**src/rtl/ccff_pkg.sv**
```systemverilog
// Shared types and defaults for the configuration-chain loader.
package ccff_pkg;

  typedef enum logic [1:0] {
    ST_IDLE  = 2'd0,
    ST_LOAD  = 2'd1,
    ST_DONE  = 2'd2,
    ST_ERROR = 2'd3
  } state_e;

  localparam int CHAIN_LEN_DEF = 64;
  localparam int WORD_W_DEF    = 8;

  // Counter must hold CHAIN_LEN+1 (marker shift) plus headroom.
  function automatic int cnt_w(input int chain_len);
    return $clog2(chain_len + 2);
  endfunction

endpackage

```
**src/rtl/ccff_word_serializer.sv**
```systemverilog
// Holds the not-yet-presented bits of the current host word; the word MSB
// bypasses this register on load, so it stores WORD_W-1 pending bits at most.
module ccff_word_serializer #(
  parameter int WORD_W = 8
) (
  input  logic              clk_i,
  input  logic              rst_ni,
  input  logic              clr_i,
  input  logic              load_i,
  input  logic              shift_i,
  input  logic [WORD_W-1:0] word_i,
  output logic              msb_o,
  output logic              empty_o
);

  localparam int RW = $clog2(WORD_W + 1);

  logic [WORD_W-1:0] sr_q, sr_d;
  logic [RW-1:0]     rem_q, rem_d;

  always_comb begin
    sr_d  = sr_q;
    rem_d = rem_q;
    if (clr_i) begin
      sr_d  = '0;
      rem_d = '0;
    end else if (load_i) begin
      sr_d  = word_i << 1;
      rem_d = RW'(WORD_W - 1);
    end else if (shift_i && (rem_q != '0)) begin
      sr_d  = sr_q << 1;
      rem_d = rem_q - 1'b1;
    end
  end

  always_ff @(posedge clk_i or negedge rst_ni) begin
    if (!rst_ni) begin
      sr_q  <= '0;
      rem_q <= '0;
    end else begin
      sr_q  <= sr_d;
      rem_q <= rem_d;
    end
  end

  assign msb_o   = sr_q[WORD_W-1];
  assign empty_o = (rem_q == '0);

endmodule

```
**src/rtl/ccff_chain_loader.sv**
```systemverilog
// Configuration-chain loader: serializes host words MSB-first onto ccff_head
// with a registered shift enable. Optional tail marker check: CCFF_TAIL_CHECK_EN.
module ccff_chain_loader
  import ccff_pkg::*;
#(
  parameter int CHAIN_LEN = CHAIN_LEN_DEF,
  parameter int WORD_W    = WORD_W_DEF,
  parameter int CNT_W     = cnt_w(CHAIN_LEN)
) (
  input  logic              prog_clk,
  input  logic              pReset_n,
  input  logic              start,
  input  logic              abort,
  input  logic [WORD_W-1:0] cfg_data,
  input  logic              cfg_valid,
  output logic              cfg_ready,
  output logic              ccff_head,
  input  logic              ccff_tail,
  output logic              shift_en,
  output logic              busy,
  output logic              done,
  output logic              error,
  output logic [CNT_W-1:0]  bit_count
);

`ifdef CCFF_TAIL_CHECK_EN
  localparam int TOTAL = CHAIN_LEN + 1;
`else
  localparam int TOTAL = CHAIN_LEN;
`endif

  state_e           state_q, state_d;
  logic [CNT_W-1:0] bit_cnt_q, bit_cnt_d;
  logic             shift_q, shift_d;
  logic             head_q, head_d;
  logic [CNT_W-1:0] issued;
  logic             marker_pend;
  logic             ser_clr, ser_load, ser_shift, ser_msb, ser_empty;

  // Shifts already scheduled: completed ones plus the one on the wire now.
  assign issued = bit_cnt_q + CNT_W'(shift_q);

`ifdef CCFF_TAIL_CHECK_EN
  assign marker_pend = (issued == '0);
`else
  assign marker_pend = 1'b0;
  logic unused_tail;
  assign unused_tail = ccff_tail;
`endif

  assign cfg_ready = (state_q == ST_LOAD) && ser_empty && !marker_pend &&
                     (issued != CNT_W'(TOTAL));

  ccff_word_serializer #(.WORD_W(WORD_W)) u_ser (
    .clk_i   (prog_clk),
    .rst_ni  (pReset_n),
    .clr_i   (ser_clr),
    .load_i  (ser_load),
    .shift_i (ser_shift),
    .word_i  (cfg_data),
    .msb_o   (ser_msb),
    .empty_o (ser_empty)
  );

  always_comb begin
    state_d   = state_q;
    bit_cnt_d = bit_cnt_q;
    shift_d   = 1'b0;
    head_d    = 1'b0;
    ser_clr   = 1'b0;
    ser_load  = 1'b0;
    ser_shift = 1'b0;
    case (state_q)
      ST_LOAD: begin
        bit_cnt_d = issued;
        if (issued != CNT_W'(TOTAL)) begin
          if (marker_pend) begin
            shift_d = 1'b1;
            head_d  = 1'b1;
          end else if (!ser_empty) begin
            shift_d   = 1'b1;
            head_d    = ser_msb;
            ser_shift = 1'b1;
          end else if (cfg_valid && cfg_ready) begin
            shift_d  = 1'b1;
            head_d   = cfg_data[WORD_W-1];
            ser_load = 1'b1;
          end
        end else if (shift_q) begin
          // Final shift on the wire; leftover low bits of a partial word drop.
          ser_clr = 1'b1;
`ifdef CCFF_TAIL_CHECK_EN
          state_d = ccff_tail ? ST_DONE : ST_ERROR;
`else
          state_d = ST_DONE;
`endif
        end
      end
      default: begin
        if (start) begin
          state_d   = ST_LOAD;
          bit_cnt_d = '0;
          ser_clr   = 1'b1;
        end
      end
    endcase
    if (abort) begin
      state_d   = ST_IDLE;
      shift_d   = 1'b0;
      head_d    = 1'b0;
      ser_clr   = 1'b1;
      ser_load  = 1'b0;
      ser_shift = 1'b0;
    end
  end

  always_ff @(posedge prog_clk or negedge pReset_n) begin
    if (!pReset_n) begin
      state_q   <= ST_IDLE;
      bit_cnt_q <= '0;
      shift_q   <= 1'b0;
      head_q    <= 1'b0;
    end else begin
      state_q   <= state_d;
      bit_cnt_q <= bit_cnt_d;
      shift_q   <= shift_d;
      head_q    <= head_d;
    end
  end

  assign ccff_head = head_q;
  assign shift_en  = shift_q;
  assign busy      = (state_q == ST_LOAD);
  assign done      = (state_q == ST_DONE);
`ifdef CCFF_TAIL_CHECK_EN
  assign error     = (state_q == ST_ERROR);
`else
  assign error     = 1'b0;
`endif
  assign bit_count = bit_cnt_q;

endmodule
```
**config.mk**
```make
export PLATFORM = sky130hd
export DESIGN_NAME = ccff_chain_loader
export DESIGN_NICKNAME = d
export VERILOG_FILES = /design/src/rtl/ccff_pkg.sv /design/src/rtl/ccff_word_serializer.sv /design/src/rtl/ccff_chain_loader.sv
export SDC_FILE = /design/constraint.sdc
export NUM_CORES = 1
export LEC_CHECK = 0
export BUFFER_PORTS_ARGS = -buffer_cell sky130_fd_sc_hd__buf_2
export CAP_MARGIN = 20
export CORE_MARGIN = 2
export CORE_UTILIZATION = 53
export CTS_CLUSTER_DIAMETER = 120
export DETAILED_ROUTE_END_ITERATION = 6
export MAX_ROUTING_LAYER = met4
export PLACE_DENSITY_LB_ADDON = 0.2
export SETUP_SLACK_MARGIN = 0.5
export SYNTH_ARGS = -nofsm -noshare
export SYNTH_HDL_FRONTEND = slang
export SYNTH_SLANG_ARGS = --single-unit
```
**constraint.sdc**
```tcl
create_clock -name prog_clk -period 2.7 [get_ports prog_clk]
set_input_delay 0.135 -clock prog_clk [delete_from_list [all_inputs] [get_ports prog_clk]]
set_output_delay 0.135 -clock prog_clk [all_outputs]
set_load 0.02 [all_outputs]
```
# Yosys cells after proc, flatten, opt, wreduce, memory -nomap -nowiden
# Cells that the tools add are included.
# word_totals
out_inout_bits	13
inputBits	14
word_cells	59
ff_bits	23
# classes
n_addsub	2
reduce_logical	10
n_eq_ne	5
mux	36
# op_table
op	n
$mux W8	3
$mux W1	23
$mux W7	2
$mux W4	3
$mux W2	5
$add A7 B1 Y7	1
$ne A7 B7 Y1 const B	1
$reduce_bool A3 Y1	2
$logic_and A1 B1 Y1	4
$logic_not A4 Y1	1
$reduce_bool A4 Y1	1
$sub A4 B1 Y4 const B	1
$ne A3 B2 Y1 const B	1
$ne A3 B3 Y1 const B	1
$reduce_and A3 Y1	1
$eq A2 B1 Y1 const B	1
$eq A2 B2 Y1 const B	1
$reduce_bool A2 Y1	1

# Longest topological paths before layout
# depth
depth_word	11
mapped_depth	9
ltp_nobuf	8

# By module
# From an unflattened synthesis, not the netlist that was laid out.
# hier_totals
hier_cells	143
area_unflattened_um2	1338.8
# by_module_without_submodules
module	seq_area_each_um2	area_per_inst_um2	n_inst	cells_each
ccff_chain_loader	275.3	691.9	1	78
ccff_word_serializer	275.3	646.9	1	65

# Worst setup path after synthesis
# Ideal clock, no wire load.
# synth_path
path_type	register to register
startpoint	register shift_q, in the netlist shift_en
endpoint	register u_ser.rem_q[2]
path_slack_ns	0.127
setup_time_ns	0.069
path_stages_with_launch	10
required_time_ns	2.631
synth_period_minus_slack_ns	2.573
n_path_buf	1
t_arrival_ns	2.504
path_cell_list	dfrtp_1 -> ha_1 -> ha_1 -> or2_0 -> a211oi_2 -> o221ai_2 -> and2_4 -> buf_6 -> or4b_1 -> nand3_1
# synth_via
elab_chain_cells	11
elab_cells_between_ends	20
cone_classes	1 x add/sub; 1 x eq/ne; 14 x mux; 4 x reduce/logical
# synth_lines
item	line	text
start: declaration	ccff_chain_loader.sv:34	logic shift_q, shift_d;
start signal: assignment	ccff_chain_loader.sv:126	shift_q <= shift_d;
$add A7 B1 Y7	ccff_chain_loader.sv:41	assign issued = bit_cnt_q + CNT_W'(shift_q);
$ne A7 B7 Y1	ccff_chain_loader.sv:52, ccff_chain_loader.sv:76	
$logic_and A1 B1 Y1	ccff_chain_loader.sv:51	assign cfg_ready = (state_q == ST_LOAD) && ser_empty && !marker_pend &&
$logic_and A1 B1 Y1	ccff_chain_loader.sv:84	end else if (cfg_valid && cfg_ready) begin
$mux W1	ccff_chain_loader.sv:84	
$mux W1	ccff_chain_loader.sv:80	end else if (!ser_empty) begin
$mux W1	ccff_chain_loader.sv:76	if (issued != CNT_W'(TOTAL)) begin
$mux W1	ccff_chain_loader.sv:73	case (state_q)
$mux W1	ccff_chain_loader.sv:107	if (abort) begin
$mux W4	ccff_word_serializer.sv:27	end else if (load_i) begin
$mux W4	ccff_word_serializer.sv:24	if (clr_i) begin
end signal: assignment	ccff_word_serializer.sv:42	rem_q <= rem_d;
end: declaration	ccff_word_serializer.sv:19	logic [RW-1:0] rem_q, rem_d;
# Several ways; a longest one is shown, not always the timed one.
# A chain may end at the register's enable or synchronous reset.

# Worst setup path in the final report
# layout_path
startpoint	register bit_cnt_q[0], in the netlist bit_count[0]
endpoint	register u_ser.rem_q[2]
# layout_via
elab_chain_cells	11
elab_cells_between_ends	19
cone_classes	1 x add/sub; 1 x eq/ne; 13 x mux; 4 x reduce/logical
# layout_lines
item	line	text
start: declaration	ccff_chain_loader.sv:33	logic [CNT_W-1:0] bit_cnt_q, bit_cnt_d;
start signal: assignment	ccff_chain_loader.sv:125	bit_cnt_q <= bit_cnt_d;
$add A7 B1 Y7 *	ccff_chain_loader.sv:41	
$ne A7 B7 Y1 *	ccff_chain_loader.sv:52, ccff_chain_loader.sv:76	
$logic_and A1 B1 Y1	ccff_chain_loader.sv:51	
$logic_and A1 B1 Y1	ccff_chain_loader.sv:84	
$mux W1	ccff_chain_loader.sv:84	
$mux W1	ccff_chain_loader.sv:80	
$mux W1	ccff_chain_loader.sv:76	
$mux W1	ccff_chain_loader.sv:73	
$mux W1	ccff_chain_loader.sv:107	
$mux W4	ccff_word_serializer.sv:27	
$mux W4	ccff_word_serializer.sv:24	
# Every way passes the cells marked *; elsewhere a longest branch is shown, timed or not.

==> reports/summary.txt <==
status: finished clean
fin crit share: 0.889
LEAKAGE: 0.798 nW
Design Power: 819 µW
max cap viols: 0
Finished Core Util: 0.702
DR vias/cell: 5.77
EDFF count, synth: 0
worst path bufs/invs: 1
min cycle time layout: 2.40 ns
Via Count: 1200
Worst-Margin Slew: 0.511 ns
Crit path top cell by count: ha_4
Yosys top cell area share: 0.421
Arrival @ worst endpoint: 2.66 ns
pin count of the biggest net entering global routing: 23
Num CTS Buffers: 3
Top Family by Delay on Critical Path: simple AND/OR/NAND/NOR gates
area delta synth->final: 29.3%
GRT overflow: 0
CTS clk-pin slew, worst paths: 0.14 ns
ys async rst share: 1.00
HP Class: in2reg
slowest cell on the critical path: dfrtp_2
syn avg cell area: 9.42 µm²
diode count: 0
layout cell share with drive strength beyond 1: 0.360
Critical Path Source Type: register
drt wl/cell: 15.2 µm
Final Max Tran Viols: 0
CP Cell Sequence: ha_4 -> ha_4 -> or2_0 -> a211oi_2 -> o221ai_4 -> nand4_1 -> buf_4 -> or4b_1 -> nand3_1
gpl congestion: 0.843
cell count after synthesis: 139
CTS tree: yes
CP Data Required Time: 2.96 ns
post-route ant nets: 0
full die area: 0.00288 mm²
Netlist Area Pre-Place: 0.00131 mm²
crit end category: register
# clock sinks: 22
max_slew headroom: 0.659
CP max stage delay: 0.46 ns
post-DP HPWL: 2.08 mm
final setup violation count: 0
core area: 0.00241 mm²
Main synth FF type: dfrtp_1
Longest Clk Path Bufs: 2
gr usage total: 0.223
DIE WIDTH: 53.7 µm
buffers added on ports: 24
Yosys top cell by area: dfrtp_1
I/O pin cnt: 27
H-tree levels: 1
Worst-Skew Late Latency: 0.32 ns
Clock Tree Root: clkbuf_4
most frequent cell after synthesis: dfrtp_1
drt drc: 0
final net count: 197
first-pass GRT wire length: 4.49 mm
Post-Place Cells: 190
Synth cell types: 37
YS warnings: 0
vias in the first global route: 1015
Max IR drop VDD: 0.334 mV
Hold Vio Cnt, Final: 0
Net Count, Synth: 157
die height: 53.7 µm
Peak Freq: 0.417 GHz
post-route setup TNS: 0 ns
aggregate routed wire length: 3.17 mm
RSZ-0062 raised after global routing: yes
Power Dens Cells: 484 mW/mm²
fin cells: 208
sequential fraction of the synthesis area: 0.421
Yosys reg bits: 22
worst clock skew: 0.00947 ns
initial antenna violation count: 0
commonest cells in the netlist: dfrtp_1, nand2_1, inv_1
Starting Density: 0.543
First-pass DRT Iterations: 4
FP Rows: 18
Worst Path Max Fanout: 7
Critical Setup Path Class: reg2reg
DRT iter0 DRCs: 19
fill cell count: 177
top cells by area, synth: dfrtp_1, mux2i_1, a221oi_1, ha_1, nand2_1
[final cells by class]
cell class              instances  area [µm²]  area share
well taps                      30        37.5      0.0222
repair buffers                 39         235       0.139
flip-flops and latches         22         554       0.327
clock inverters                 1        30.0      0.0177
clock buffers                   3        22.5      0.0133
inverters                      13        48.8      0.0288
multi-input cells             100         764       0.452
[registers in the layout, summed over array words and instances, names as in the netlist]
name         cells
shift_en         1
u_ser.sr_q       7
u_ser.rem_q      4
state_q          2
bit_count        7
ccff_head        1
[metrics by stage]
stage	cell area, µm²	worst slack, ns	hold WS [ns]
after floorplan	1340	0.359	-0.161
after global placement	1470	0.339	0.122
after detailed placement	1470	0.298	0.134
after CTS	1590	0.360	0.0367
after global routing	1690	0.218	0.0357
final	1690	0.300	0.0324
[metal layers]
layer / vias up / global-route usage / wire (µm)
met3: 4 / 0.0250 / 112
li1: 576 / - / -
met4: 0 / 0.0769 / 19
met2: 32 / 0.392 / 1680
met5: - / - / 0
met1: 588 / 0.263 / 1360
[report_power, final]
group	internal (mW)	switching [mW]	leakage, nW
Clock	0.150	0.112	0.0279
Combinational	0.0762	0.114	0.472
Sequential	0.348	0.0175	0.298
[path summary, 6_finish.rpt]
check / start / endpoint / slack, ns / cells past startpoint
worst max-delay path: bit_count[0] / u_ser.rem_q[2] / 0.30 / 9
worst min-delay path: cfg_data[6] / u_ser.sr_q[7] / 0.03 / 3
worst max register to register: bit_count[0] / u_ser.rem_q[2] / 0.30 / 9
worst min register to register: u_ser.rem_q[0] / u_ser.rem_q[0] / 0.55 / 1
max in group asynchronous: pReset_n / bit_count[0] / 2.02 / 2
min in group asynchronous: pReset_n / bit_count[4] / 0.30 / 2
[repair_timing]
action,in CTS,in global routing
resized for setup,4,9
setup endpoints to repair,12,13
endpoints found under the hold margin,22,0
cloned,0,0
hold buffers,1,0
buffers inserted,6,7
pin swaps,1,4
[tightest hold or removal path, cell delays in order]
cell,delay (ns)
buf_2,0.09
inv_1,0.04
a221oi_1,0.06
[cells in the final DEF, fill, tap and decap left out, drive strengths merged, types with 4 or more instances in the layout]
master / count
nor3: 7
dfrtp: 22
nor2: 11
nand2: 13
o21ai: 9
nand3b: 4
ha: 4
a221oi: 6
nand3: 8
mux2i: 6
buf: 38
inv: 12
a21oi: 5
[kinds of logic after synthesis]
kind of cell             synth area share
adder cells (fa/ha/maj)            0.0382
buffers and inverters              0.0631
other                             0.00287
XOR/XNOR                           0.0201
flip-flops                          0.421
AO/OA/AOI/OAI                       0.179
multiplexers                       0.0459
AND/OR/NAND/NOR                     0.230
Power figures use the tool's default switching activity.
